--- src/rtl/vsa_mem_unit_pkg.sv ---
// Shared widths, FSM encoding and debug struct for the VSA memory subsystem.
package vsa_mem_unit_pkg;

  localparam int IW    = 12;
  localparam int DW    = 5;
  localparam int AW    = 5;
  localparam int DEPTH = 2 ** AW;
  localparam int CNTW  = 8;

  typedef enum logic [1:0] {
    ST_LOAD = 2'd0,
    ST_RUN  = 2'd1,
    ST_ERR  = 2'd2
  } vsa_state_e;

  typedef struct packed {
    vsa_state_e      state;
    logic [AW-1:0]   ld_addr;
    logic [1:0]      nib_idx;
  } mem_dbg_t;

  function automatic logic [CNTW-1:0] sat_inc(input logic [CNTW-1:0] val);
    return (val == '1) ? val : val + CNTW'(1);
  endfunction

endpackage

--- src/rtl/vsa_nibble_packer.sv ---
// Assembles three MSB-first loader nibbles into one 12-bit instruction word.
module vsa_nibble_packer
  import vsa_mem_unit_pkg::*;
(
  input  logic          clock,
  input  logic          reset,
  input  logic          xfer,
  input  logic [3:0]    nibble,
  input  logic          last,
  output logic [IW-1:0] word,
  output logic          word_done,
  output logic          last_misaligned,
  output logic [1:0]    nib_idx
);

  logic [7:0] shift_q;

  // The third nibble is combined combinationally so the word lands in the
  // same cycle as its final transfer.
  assign word            = {shift_q, nibble};
  assign word_done       = xfer && (nib_idx == 2'd2);
  assign last_misaligned = xfer && last && (nib_idx != 2'd2);

  always_ff @(posedge clock) begin
    if (reset) begin
      nib_idx <= 2'd0;
      shift_q <= '0;
    end else if (xfer) begin
      shift_q <= {shift_q[3:0], nibble};
      if (nib_idx == 2'd2 || last) nib_idx <= 2'd0;
      else                         nib_idx <= nib_idx + 2'd1;
    end
  end

endmodule

--- src/rtl/vsa_mem_unit.sv ---
// VSA memory subsystem: loader FSM, 32x12 instruction memory, 32x5 data memory.
module vsa_mem_unit
  import vsa_mem_unit_pkg::*;
(
  input  logic            clock,
  input  logic            reset,
  input  logic            ld_valid,
  input  logic [3:0]      ld_nibble,
  input  logic            ld_last,
  output logic            ld_ready,
  output logic            run,
  output logic            load_err,
  input  logic [AW-1:0]   PC,
  output logic [IW-1:0]   instruction,
  input  logic [AW-1:0]   ALUOutput,
  input  logic [DW-1:0]   dataout,
  input  logic            wr,
  output logic [DW-1:0]   datain,
  output logic [CNTW-1:0] st_count,
  output mem_dbg_t        dbg
);

  // Loader handshake: a nibble moves on any posedge where ld_valid and
  // ld_ready are both high; ld_ready depends only on state, never on ld_valid.

  vsa_state_e    state, next_state;
  logic [AW-1:0] ld_addr;
  logic [IW-1:0] imem [DEPTH];
  logic [DW-1:0] dmem [DEPTH];

  logic          xfer;
  logic [IW-1:0] word;
  logic          word_done;
  logic          last_misaligned;
  logic [1:0]    nib_idx;
  logic          store;

  assign ld_ready = (state == ST_LOAD);
  assign run      = (state == ST_RUN);
  assign load_err = (state == ST_ERR);
  assign xfer     = ld_valid && ld_ready;
  assign store    = run && wr;

  assign instruction = run ? imem[PC] : '0;
  assign datain      = run ? dmem[ALUOutput] : '0;

  assign dbg = '{state: state, ld_addr: ld_addr, nib_idx: nib_idx};

  vsa_nibble_packer u_packer (
    .clock           (clock),
    .reset           (reset),
    .xfer            (xfer),
    .nibble          (ld_nibble),
    .last            (ld_last),
    .word            (word),
    .word_done       (word_done),
    .last_misaligned (last_misaligned),
    .nib_idx         (nib_idx)
  );

  always_comb begin
    next_state = state;
    case (state)
      ST_LOAD: begin
        if (last_misaligned)
          next_state = ST_ERR;
        else if (word_done && (ld_last || ld_addr == AW'(DEPTH - 1)))
          next_state = ST_RUN;
      end
      ST_RUN:  next_state = ST_RUN;
      ST_ERR:  next_state = ST_ERR;
      default: next_state = ST_ERR;
    endcase
  end

  always_ff @(posedge clock) begin
    if (reset) begin
      state    <= ST_LOAD;
      ld_addr  <= '0;
      st_count <= '0;
      for (int i = 0; i < DEPTH; i++) begin
        imem[i] <= '0;
        dmem[i] <= '0;
      end
    end else begin
      state <= next_state;
      // word_done only fires in LOAD because xfer is gated by ld_ready.
      if (word_done) begin
        imem[ld_addr] <= word;
        ld_addr       <= ld_addr + AW'(1);
      end
      if (store) begin
        dmem[ALUOutput] <= dataout;
        st_count        <= sat_inc(st_count);
      end
    end
  end

endmodule

--- config.mk ---
export PLATFORM = sky130hd
export DESIGN_NAME = vsa_mem_unit
export DESIGN_NICKNAME = d
export VERILOG_FILES = /design/src/rtl/vsa_mem_unit_pkg.sv /design/src/rtl/vsa_nibble_packer.sv /design/src/rtl/vsa_mem_unit.sv
export SDC_FILE = /design/constraint.sdc
export NUM_CORES = 1
export LEC_CHECK = 0
export ABC_AREA = 1
export BUFFER_PORTS_ARGS = -buffer_cell sky130_fd_sc_hd__buf_2
export CAP_MARGIN = 20
export CORE_MARGIN = 3
export CORE_UTILIZATION = 50
export CTS_CLUSTER_DIAMETER = 40
export DETAILED_ROUTE_END_ITERATION = 12
export PLACE_DENSITY = 0.68
export SETUP_SLACK_MARGIN = 0.2
export SYNTH_ARGS = -nofsm -noshare
export SYNTH_HDL_FRONTEND = slang
export SYNTH_SLANG_ARGS = --single-unit
export TNS_END_PERCENT = 100
--- constraint.sdc ---
create_clock -name clock -period 6.3 [get_ports clock]
set_input_delay 0.63 -clock clock [delete_from_list [all_inputs] [get_ports clock]]
set_output_delay 0.63 -clock clock [all_outputs]
set_load 0.01 [all_outputs]
==> reports/metrics.yaml <==
status:
  status: "complete, no violations"
final_layout:
  nets: 2765
  drive_above_1_share_pct: 8.40
  final_common_cell: "nand2_1"
  n_antenna_cell: 0
  fin_util_pct: 57.4
  syn2layout_area_growth_pct: 12.0
  num-fill-cells: 4369
  seq_area_sq_mm: 0.0168
  stdcell_area_sq_mm: 0.0291
  layout_common_cells: "nand2_1, nor2_1, edfxtp_1"
  multiInputGateArea_sq_mm: 0.00817
pwr:
  p_leak_nw: 11.5
  ir_worst_vdd_mv: 0.214
  p_per_area_mw_per_mm2: 315
setup_path:
  endpoint_kind: "output pin"
  cp_num_buf_inv: 4
  crit_path_start_kind: "input port"
  cpPeakStageDelay_ns: 0.85
  slowest_stage: "inv_4"
  cp.arrival_ns: 3.75
  path_max_fanout: 115
  cp_common_cell: "nand2_1"
  crit_chain: "buf_6, inv_4, buf_12, nand2_1, nand3_1, nand3_1, nand2_1, nand2_1, nand3_1, nand2_1, nor2_1, buf_2"
  cp_top_family: "buffers and inverters"
  worstSetupPathType: "input port to output pin"
  worstPathRequired_ns: 5.67
global_route:
  grt.total_usage_pct: 25.3
  antenna_found_initial: 0
  grt_pass1_vias: 19000
  grt_pass1_wl_mm: 106
  grt_overflow_total: 0
  grt_max_degree: 116
logic_synthesis:
  yosys.area_share.simple_pct: 29.3
  synth.largest_area_cell: "edfxtp_1"
  ys_ff_latch: 569
  netlist-cell-type-count: 23
  yosys_warnings: 0
  synth_top_family_by_area: "simple AND/OR/NAND/NOR gates"
  synth_area_sq_mm: 0.0260
  muxShareOfSynthArea_pct: 0
  yosysTopAreaCellShare_pct: 62.7
  syn-mean-instance-area_sq_um: 9.39
  synth.net_count: 2803
  yosysSeqAreaShare_pct: 64.7
  syn-instance-count: 2772
  synthAdderAreaFrac_pct: 0.336
  synth_xor_area_share_pct: 0.202
  synthTopCellsByArea: "edfxtp_1, nand2_1, nor2_1"
  synth_compound_area_share_pct: 1.53
job:
  cap_violations: 0
cts:
  cts_sinks: 569
  tritoncts: "done"
  ctsRootBufferMaster: "clkbuf_16"
  postCtsHoldBufs: 0
  post_cts_buffers: 0
  cts.clk_slew.worst_paths_ns: 0.05
  numCtsBuffers: 78
  clk_latency_ns: 0.63
  cts_resized: 0
  h-tree-depth: 3
  cts_max_path_buffers: 3
detailed_routing:
  vias_per_cell: 5.69
  routedWlPerCell_microns: 19.9
  drc: 0
  antenna_left: 0
  dr.pass1.iters: 6
  drtIter0Drc: 2179
  vias: 19700
  routed_wl_mm: 68.9
placement:
  io_buffers: 60
  dp_hpwl_mm: 40.6
  pre_cts_ws_ns: 2.04
  finalWeightedCongestion: 0.883
  dpl_cell_area_sq_mm: 0.0266
floorplanning:
  fp-row-count: 82
  io_pins: 61
  core_area_sq_mm: 0.0508
  initial_utilization_pct: 51.3
  die_h_microns: 234
  fp.dieW_microns: 234
  dieArea_sq_mm: 0.0548
sta:
  period_needed_ns: 4.38
  worst_pin_slew_ns: 1.17
  maxSlewViolCount: 0
  fmax_ghz: 0.228
  hold_viol: 0
  rsz0062_at_grt: "no"
  final.setup.tns_ns: 0
  maxSlewHeadroom_pct: 21.3
  finClkSkew_ns: 0.0258
  setup_ws_ns: 1.92
  period_share_pct: 69.5
  setup_viol_count_final: 0
min_path:
  hold_path.class: "input port to register"
==> path summary, 6_finish.rpt <==
path         slack [ns]  cells past startpoint           startpoint             endpoint
min                0.30                      3             ld_valid  u_packer.nib_idx[1]
min reg2reg        0.46                      2  u_packer.shift_q[5]  u_packer.shift_q[5]
max reg2reg        2.77                      7             state[0]          imem[23][3]
max                1.92                     12                PC[0]       instruction[7]
==> kinds of logic after synthesis <==
| kind of cell | Yosys count |
|---|---|
| compound gates | 79 |
| simple gates | 1857 |
| flops | 569 |
| xor+xnor | 6 |
| fa+ha+maj | 7 |
| buf+inv | 254 |
==> worst reg2reg max path, delay by kind of cell (launching register included) <==
kind,cells,cell delay [ns]
flip-flops,1,0.37
AND/OR/NAND/NOR,7,2.80
==> cell type report <==
class | instances | area share, %
flip-flops and latches | 569 | 57.8
multi-input cells | 1949 | 28.0
clock buffers | 91 | 6.94
well taps | 672 | 2.88
repair buffers | 89 | 1.91
clock inverters | 52 | 1.85
inverters | 47 | 0.618
==> power by group <==
group / switching [mW] / internal, mW
logic: 0.463 / 0.125
registers: 0.0388 / 4.26
clock network: 1.71 / 2.59
total: 2.21 / 6.97
==> routing by layer <==
| metal | GRT usage [%] | up-vias | wire, microns |
|---|---|---|---|
| met5 | 0 | - | 0 |
| met4 | 7.65 | 0 | 1530 |
| met3 | 6.16 | 120 | 7870 |
| met2 | 39.8 | 997 | 31800 |
| met1 | 35.0 | 9460 | 27700 |
| li1 | - | 9170 | - |
==> registers in the layout (all words and copies together), names as in the netlist <==
signal	count
state	2
dmem	160
u_packer.shift_q	8
u_packer.nib_idx	2
imem	384
st_count	8
ld_addr	5
==> metrics by stage <==
step,total power [mW],hold WS [ns],std cells
2_1_floorplan,4.74,0.498,2772
3_3_place_gp,4.94,0.441,3321
3_5_place_dp,4.95,0.446,3323
5_1_grt,9.47,0.321,3469
4_1_cts,9.22,0.275,3466
6_report,9.18,0.300,3469
==> synth_stat cells <==
cell      count
nand2_2       1
inv_1        43
dfxtp_1      25
xor2_1        3
nor2_4        4
ha_1          7
buf_2        59
nor2_2        2
clkbuf_1    128
nand4_1      28
xnor2_1       3
buf_1        20
o21ai_0      50
edfxtp_1    544
nor3_1        9
inv_2         4
nor3_4        4
nand3_1     354
nor3_2        8
nand2_1     800
nor2_1      647
o21ai_2       1
a21oi_1      28
No activity file was read; power rests on OpenSTA's default activity.
